## config.mk

```make
export PLATFORM = sky130hd
export DESIGN_NAME = regfile_sb_flat
export DESIGN_NICKNAME = d
export VERILOG_FILES = /design/src/rtl/regfile_sb_if.sv /design/src/rtl/regfile_sb.sv /design/src/flat_wrapper.sv
export SDC_FILE = /design/constraint.sdc
export NUM_CORES = 2
export LEC_CHECK = 0
export BUFFER_PORTS_ARGS = -buffer_cell sky130_fd_sc_hd__clkbuf_2
export CAP_MARGIN = 40
export CORE_MARGIN = 8
export CORE_UTILIZATION = 55
export DETAILED_ROUTE_END_ITERATION = 8
export HOLD_SLACK_MARGIN = 0.15
export PLACE_DENSITY = 0.76
export RECOVER_POWER = 100
export SYNTH_ARGS = -nofsm -noshare
export SYNTH_HDL_FRONTEND = slang
export SYNTH_SLANG_ARGS = --single-unit
```

## constraint.sdc

```tcl
create_clock -name clk -period 50.5 [get_ports clk]
set_input_delay 12.625 -clock clk [delete_from_list [all_inputs] [get_ports clk]]
set_output_delay 12.625 -clock clk [all_outputs]
set_load 0.05 [all_outputs]
```

## src/rtl/regfile_sb_if.sv

```systemverilog
// Write, read and scoreboard signals of regfile_sb, bundled for the decode/writeback side.
// The master drives issue and writeback; the slave is the register file itself.
interface regfile_sb_if #(
  parameter int DATA_W = 32,
  parameter int ADDR_W = 5
);
  localparam int NREGS = 1 << ADDR_W;

  logic              we;
  logic [ADDR_W-1:0] waddr;
  logic [DATA_W-1:0] wdata;
  logic [ADDR_W-1:0] raddr1;
  logic [ADDR_W-1:0] raddr2;
  logic [DATA_W-1:0] rdata1;
  logic [DATA_W-1:0] rdata2;
  logic              busy_set;
  logic [ADDR_W-1:0] busy_addr;
  logic              rs1_busy;
  logic              rs2_busy;
  logic [ADDR_W:0]   busy_cnt;
  logic [NREGS-1:0]  wr_onehot;

  modport master (
    output we, waddr, wdata, raddr1, raddr2, busy_set, busy_addr,
    input  rdata1, rdata2, rs1_busy, rs2_busy, busy_cnt, wr_onehot
  );

  modport slave (
    input  we, waddr, wdata, raddr1, raddr2, busy_set, busy_addr,
    output rdata1, rdata2, rs1_busy, rs2_busy, busy_cnt, wr_onehot
  );
endinterface

```

## src/rtl/regfile_sb.sv

```systemverilog
// Register file with one-hot write decode, two combinational read ports, optional
// write-to-read bypass, hardwired zero register and a busy scoreboard for pending writebacks.
module regfile_sb #(
  parameter int DATA_W   = 32,
  parameter int ADDR_W   = 5,
  parameter bit ZERO_REG = 1'b1,
  parameter bit BYPASS   = 1'b1
) (
  input logic         clk,
  input logic         rst,
  regfile_sb_if.slave bus
);
  localparam int NREGS = 1 << ADDR_W;

  logic [DATA_W-1:0] regs [NREGS];
  logic [NREGS-1:0]  dec;
  logic [NREGS-1:0]  busy;
  logic [NREGS-1:0]  busy_next;
  logic [NREGS-1:0]  onehot_q;
  logic [ADDR_W:0]   cnt;
  logic              zero1, zero2;
  logic              byp1, byp2;
  logic              wr_zero;

  // NOTE: every combinational output gets its default first, so no path leaves it unassigned and no latch appears.
  always_comb begin
    dec = '0;
    if (bus.we) dec[bus.waddr] = 1'b1;
    if (ZERO_REG) dec[0] = 1'b0;
  end

  assign wr_zero = ZERO_REG && (bus.waddr == '0);
  assign zero1   = ZERO_REG && (bus.raddr1 == '0);
  assign zero2   = ZERO_REG && (bus.raddr2 == '0);
  assign byp1    = BYPASS && bus.we && (bus.waddr == bus.raddr1) && !wr_zero;
  assign byp2    = BYPASS && bus.we && (bus.waddr == bus.raddr2) && !wr_zero;

  // NOTE: the storage array is reset on purpose: reads must return zero immediately after reset.
  always_ff @(posedge clk or posedge rst) begin
    if (rst) begin
      for (int i = 0; i < NREGS; i++) regs[i] <= '0;
    end else begin
      for (int i = 0; i < NREGS; i++) begin
        if (dec[i]) regs[i] <= bus.wdata;
      end
    end
  end

  always_comb begin
    bus.rdata1 = regs[bus.raddr1];
    if (byp1)  bus.rdata1 = bus.wdata;
    if (zero1) bus.rdata1 = '0;
    bus.rdata2 = regs[bus.raddr2];
    if (byp2)  bus.rdata2 = bus.wdata;
    if (zero2) bus.rdata2 = '0;
  end

  // Clear is applied before set, so an issue to the register being written back wins.
  always_comb begin
    busy_next = busy;
    if (bus.we)       busy_next[bus.waddr]     = 1'b0;
    if (bus.busy_set) busy_next[bus.busy_addr] = 1'b1;
    if (ZERO_REG)     busy_next[0]             = 1'b0;
  end

  // NOTE: sequential state uses non-blocking assignments so every register samples pre-edge values.
  always_ff @(posedge clk or posedge rst) begin
    if (rst) begin
      busy     <= '0;
      onehot_q <= '0;
    end else begin
      busy     <= busy_next;
      onehot_q <= dec;
    end
  end

  always_comb begin
    cnt = '0;
    for (int i = 0; i < NREGS; i++) cnt = cnt + {{ADDR_W{1'b0}}, busy[i]};
  end

  assign bus.rs1_busy  = busy[bus.raddr1] && !byp1 && !zero1;
  assign bus.rs2_busy  = busy[bus.raddr2] && !byp2 && !zero2;
  assign bus.busy_cnt  = cnt;
  assign bus.wr_onehot = onehot_q;
endmodule
```

## src/flat_wrapper.sv

```systemverilog
// flat-port wrapper written by rule: the top's interface ports become plain ports
module regfile_sb_flat 
#(
  parameter int DATA_W   = 32,
  parameter int ADDR_W   = 5,
  parameter bit ZERO_REG = 1'b1,
  parameter bit BYPASS   = 1'b1
)
  (clk, rst, bus_we, bus_waddr, bus_wdata, bus_raddr1, bus_raddr2, bus_busy_set, bus_busy_addr, bus_rdata1, bus_rdata2, bus_rs1_busy, bus_rs2_busy, bus_busy_cnt, bus_wr_onehot);
  regfile_sb_if #(.DATA_W(DATA_W), .ADDR_W(ADDR_W)) bus_i ();
  input logic clk;
  input logic rst;
  input wire logic [$bits(bus_i.we)-1:0] bus_we;
  input wire logic [$bits(bus_i.waddr)-1:0] bus_waddr;
  input wire logic [$bits(bus_i.wdata)-1:0] bus_wdata;
  input wire logic [$bits(bus_i.raddr1)-1:0] bus_raddr1;
  input wire logic [$bits(bus_i.raddr2)-1:0] bus_raddr2;
  input wire logic [$bits(bus_i.busy_set)-1:0] bus_busy_set;
  input wire logic [$bits(bus_i.busy_addr)-1:0] bus_busy_addr;
  output wire logic [$bits(bus_i.rdata1)-1:0] bus_rdata1;
  output wire logic [$bits(bus_i.rdata2)-1:0] bus_rdata2;
  output wire logic [$bits(bus_i.rs1_busy)-1:0] bus_rs1_busy;
  output wire logic [$bits(bus_i.rs2_busy)-1:0] bus_rs2_busy;
  output wire logic [$bits(bus_i.busy_cnt)-1:0] bus_busy_cnt;
  output wire logic [$bits(bus_i.wr_onehot)-1:0] bus_wr_onehot;
  assign bus_i.we = bus_we;
  assign bus_i.waddr = bus_waddr;
  assign bus_i.wdata = bus_wdata;
  assign bus_i.raddr1 = bus_raddr1;
  assign bus_i.raddr2 = bus_raddr2;
  assign bus_i.busy_set = bus_busy_set;
  assign bus_i.busy_addr = bus_busy_addr;
  assign bus_rdata1 = bus_i.rdata1;
  assign bus_rdata2 = bus_i.rdata2;
  assign bus_rs1_busy = bus_i.rs1_busy;
  assign bus_rs2_busy = bus_i.rs2_busy;
  assign bus_busy_cnt = bus_i.busy_cnt;
  assign bus_wr_onehot = bus_i.wr_onehot;
  regfile_sb #(.DATA_W(DATA_W), .ADDR_W(ADDR_W), .ZERO_REG(ZERO_REG), .BYPASS(BYPASS)) u_core (.clk(clk), .rst(rst), .bus(bus_i));
endmodule
```

-- Yosys cells after proc, flatten, opt, wreduce, memory -nomap -nowiden
Cells that the tools add are included.
- add/subtract/negate cells: 30
- multiply operators: 0
- divide/modulo/power cells: 0
- magnitude comparators: 8
- equal/unequal tests: 2
- shift operators: 0
- multiplexer cells: 21
- bitwise gates (word level): 5
- reduce and logical (&&, ||, !) cells: 18
- operators by type and width (cell ; count):
    2-to-1 mux 32 bit ; 11
    binary-select mux 32 bit (select 5 bit) ; 2
    adder 6 x 1 -> 6 bit ; 29
    bitwise AND 32 bit ; 1
    NOT 32 bit ; 1
    bitwise OR 32 bit ; 1
    less-than comparator 5 x 6 -> 1 bit (second input constant) ; 4
    zero test 5 bit ; 3
    greater-or-equal comparator 6 bit (second input constant) ; 2
    NOT 5 -> 6 bit ; 2
    binary-select mux 1 bit (select 5 bit) ; 2
    demux 1 bit (select 5 bit) ; 2
    equality test 5 bit ; 2
    greater-or-equal comparator 5 x 1 -> 1 bit (second input constant) ; 2
    logical AND 1 bit ; 10
    zero test 1 bit ; 5
    2-to-1 mux 1 bit ; 4
    adder 1 x 1 -> 2 bit ; 1
- flip-flop bits (word level): 1054
- bits in latches: 0
- memory bits (writable): 0
- ROM bits: 0
- bits of input ports: 56
- output and inout port bits: 104
- memories kept: 0

-- Depth between registers and ports, before layout
- depth after elaboration: 30
- depth in mapped cells: 17
- gate-level depth less buffers: 17

-- Worst setup path after synthesis
No wires, ideal clock.
- path type: input to output
- start point: in bus_raddr2[2]
- end point: out bus_rdata2[29]
- data arrival time: 14707 ps
- setup slack: 23168 ps
- cell stages on the path: 7
- path buffers: 4
- cell sequence: buf_2 -> buf_4 -> buf_4 -> nor3b_1 -> clkbuf_1 -> a221oi_1 -> a31oi_1
- word-level cells in the longest chain between the ends: 6
- elaborated cells on any way between the ends: 10
- those cells by class: 1 x eq/ne; 5 x mux; 1 x bitwise; 3 x reduce/logical
- RTL lines (what ; line ; text):
    start, declared ; flat_wrapper.sv:17 ; input wire logic [$bits(bus_i.raddr2)-1:0] bus_raddr2;
    NOT 5 -> 6 bit (not written as such) ; regfile_sb.sv:53 ; bus.rdata2 = regs[bus.raddr2];
    binary-select mux 32 bit (select 5 bit) ; regfile_sb.sv:53 ;
    2-to-1 mux 32 bit (not written as such) (2 in series) ; regfile_sb.sv:53 ;
    2-to-1 mux 32 bit ; regfile_sb.sv:54 ; if (byp2) bus.rdata2 = bus.wdata;
    2-to-1 mux 32 bit * ; regfile_sb.sv:55 ; if (zero2) bus.rdata2 = '0;
    end, declared ; flat_wrapper.sv:21 ; output wire logic [$bits(bus_i.rdata2)-1:0] bus_rdata2;
Mark *: on every way between the ends. The rest lies on a longest branch, timed or not. The select of a mux whose other input is x is not followed.

-- Final worst setup path
- start point: in bus_raddr1[1]
- end point: out bus_rdata1[28]
- word-level cells in the longest chain between the ends: 6
- elaborated cells on any way between the ends: 10
- those cells by class: 1 x eq/ne; 5 x mux; 1 x bitwise; 3 x reduce/logical
- RTL lines (what ; line ; text):
    start, declared ; flat_wrapper.sv:16 ; input wire logic [$bits(bus_i.raddr1)-1:0] bus_raddr1;
    NOT 5 -> 6 bit (not written as such) ; regfile_sb.sv:50 ; bus.rdata1 = regs[bus.raddr1];
    binary-select mux 32 bit (select 5 bit) ; regfile_sb.sv:50 ;
    2-to-1 mux 32 bit (not written as such) (2 in series) ; regfile_sb.sv:50 ;
    2-to-1 mux 32 bit ; regfile_sb.sv:51 ; if (byp1) bus.rdata1 = bus.wdata;
    2-to-1 mux 32 bit * ; regfile_sb.sv:52 ; if (zero1) bus.rdata1 = '0;
    end, declared ; flat_wrapper.sv:20 ; output wire logic [$bits(bus_i.rdata1)-1:0] bus_rdata1;
Marked as above.

==> results.yml <==
min_path:
  worstHoldPathCells: 2
  min_path_type: "reg -> reg"
clocking:
  cts-resized-gates: 0
  cts_tree: "done"
  cts_max_path_buffers: 3
  clkSinkCount: 1054
  htree_num_levels: 3
  root_buffer: "clkbuf_16"
  cts_setup_buffers: 0
  cts_made_buffers: 112
  clk_pin_slew_ns: 0.06
  clk_latency_ns: 0.70
  postCtsHoldBufs: 0
power_and_ir_drop:
  power_density_nw_per_um2: 50.5
  clock_power_share: 0.271
  p_sw_mw: 1.17
  vdd_drop_max_uv: 408
  seq_power_share: 0.362
  power_leakage_nw: 27.6
  p_int_mw: 1.95
  p_comb_frac: 0.368
  p_sw_frac: 0.376
timing:
  worst_slew_pin_slew_ns: 9.21
  slew_headroom: -5.14
  period_share: 0.775
  rsz0062_at_grt: "false"
  finalCriticalPeriod_ns: 39.16
  finClkSkew_ns: 0
  drv_slew: 2568
  finalHoldViolCount: 0
  finalSetupViolCount: 0
  finalSetupTns_ns: 0
  fmax_mhz: 25.5
floorplan:
  core-area_sq_um: 102000
  dieArea_sq_um: 114000
  ioPinCount: 160
  num_rows: 117
  die_h_um: 337
  initial_core_util: 0.556
  die_w_um: 337
setup_path:
  critPathMaxStageDelay_ns: 4.01
  crit_chain: "clkbuf_1 > clkbuf_1 > clkbuf_1 > clkbuf_1 > xnor2_1 > nand4_1 > clkbuf_1 > buf_12 > nor2_1 > a21oi_1 > clkbuf_1"
  arrival_ns: 26.54
  r2r_end: "u_core.regs[958]$_DFFE_PP0P_"
  critPathRequiredTime_ns: 37.88
  critPathLaunch: "bus_raddr1[1]"
  slowest_stage: "clkbuf_1"
  reg2reg_slack_ns: 49.62
  rr_startpoint: "u_core.regs[958]$_DFFE_PP0P_"
  crit_buf_inv: 7
  critPathCaptureType: "output pin"
  crit_family: "buffers and inverters"
  worstSetupEndpoint: "bus_rdata1[28]"
  cp.depth: 11
  r2r_cells: 2
  worst_path_most_repeated_cell: "clkbuf_1"
  critPathMaxFanout: 79
  path_class: "in -> out"
  startpoint_type: "primary input"
global_route:
  grt_max_degree: 174
  grt_pass1_wl_um: 268000
  grt_pass1_vias: 42300
  antenna_found_initial: 2
  grt_use_total: 0.310
  overflow: 0
synthesis:
  synth_area_sq_um: 56700
  yosys_warnings: 0
  synth_ff_type: "dfrtp_1"
  postSynthAreaPerCell_sq_um: 12.1
  netlist-cell-type-count: 49
  synth_enable_flop_cells: 0
  ys_seq_elements: 1054
  synthArstFlopShare: 1.00
  synth_cells: 4689
  syn_nets: 4777
  ys_seq_area_frac: 0.465
final_layout:
  post-route-cell-area_sq_um: 61700
  layout_common_cells: "1,159 x nand2_1, 1,054 x dfrtp_1, 741 x mux2_2, 463 x mux4_2, 197 x clkbuf_1"
  fin_util: 0.605
  ff_latch_area_sq_um: 26400
  multi_input_comb_area_sq_um: 28100
  area_delta_synth_final_pct: 8.86
  fillers: 7876
  nets: 4719
  drive_gt1_frac: 0.320
  final_cell_count_no_fill: 6095
  layout.cells.most_common: "nand2_1"
route:
  drt_iter0_drc: 4918
  vias_per_cell: 6.83
  drc: 0
  finalWirelength_um: 177000
  num_vias: 41700
  postRouteAntennaNets: 0
  wl_per_cell_um: 29.1
  first_pass_iters: 5
place:
  gp_congestion: 0.870
  portBuffers: 158
  place_area_sq_um: 58800
  dpl.hpwl_um: 104000
  dp.cells: 5884
job:
  maxCapViolCount: 75
run_status:
  status: "finished with violations"
  violations: "max-capacitance violations, max-slew violations"
## power groups by stage
stage                     Clock (mW)  Sequential, mW  Combinational (mW)
after floorplan                    0            1.10               0.962
after global placement             0            1.12                1.14
after detailed placement           0            1.13                1.18
after CTS                      0.850            1.12                1.18
after global routing           0.882            1.15                1.25
final                          0.844            1.13                1.15
## synth_stat cells (6+ instances only)
master	n	area (sq um)
a31oi_1	32	200
a21oi_1	92	460
nor2_1	168	631
o21ai_0	35	175
a22o_1	8	70.1
dfrtp_1	1054	26400
nor2b_1	6	37.5
nor3_1	66	330
fa_1	23	460
buf_6	11	124
nor2_2	8	50.1
buf_2	135	676
buf_1	37	139
inv_1	63	236
a221oi_1	94	823
ha_1	9	113
buf_4	19	143
nand3b_1	12	90.1
mux2_2	742	8360
clkbuf_1	245	920
xnor2_1	7	61.3
nand3_1	8	40.0
nor4_1	30	188
o22ai_1	75	469
xor2_1	6	52.6
mux4_2	463	10400
nand2_1	1164	4370
mux2_1	28	315
nor3b_1	9	67.6
## cell type report
class	count	area share
Sequential cell	1054	0.427
Clock buffer	172	0.0548
Antenna cell	1	0.0000405
Multi-Input combinational cell	3124	0.456
Tap cell	1368	0.0277
Timing Repair Buffer	276	0.0245
Clock inverter	37	0.00610
Inverter	63	0.00385
## sequential cells by signal, indices dropped and copies added, names as in the netlist
signal	count
u_core.regs	992
u_core.bus.wr_onehot	31
u_core.busy	31
## worst min path at each step
stage | from | slack [ns] | end
6_report | u_core.regs[669]$_DFFE_PP0P_ | 0.50 | u_core.regs[669]$_DFFE_PP0P_
5_1_grt | u_core.regs[648]$_DFFE_PP0P_ | 0.52 | u_core.regs[648]$_DFFE_PP0P_
4_1_cts | u_core.regs[669]$_DFFE_PP0P_ | 0.50 | u_core.regs[669]$_DFFE_PP0P_
3_5_place_dp | u_core.regs[669]$_DFFE_PP0P_ | 0.48 | u_core.regs[669]$_DFFE_PP0P_
3_3_place_gp | u_core.regs[785]$_DFFE_PP0P_ | 0.47 | u_core.regs[785]$_DFFE_PP0P_
2_1_floorplan | u_core.regs[924]$_DFFE_PP0P_ | 0.46 | u_core.regs[924]$_DFFE_PP0P_
## layer usage
metal  vias up  track usage  share of wire
met5         -            0        0.00013
met1     21400        0.400           0.36
met2      2796        0.482           0.46
met3       691       0.0763           0.11
met4         4        0.175          0.064
li1      16700            -              -
## through the flow
stage	hold WS [ns]	setup WS (ns)	power [mW]
final	0.496	11.34	3.12
after global routing	0.517	11.22	3.28
after CTS	0.495	20.53	3.15
after detailed placement	0.479	20.55	2.31
after global placement	0.472	20.53	2.26
after floorplan	0.457	8.21	2.06
## worst min-delay path, cell delays in order (launching register included)
cell,delay [ns]
dfrtp_1,0.36
nand2_1,0.05
nand2_1,0.05
## cell families after synthesis
logic type / synth area share
and+or+nand+nor: 0.105
AOI/OAI and AO/OA: 0.0403
buffers and inverters: 0.0397
muxes: 0.338
other: 0.0000661
xor gates and xnor gates: 0.00201
DFF: 0.465
adders and majority gates: 0.0101
(Power assumes the default switching activity.)
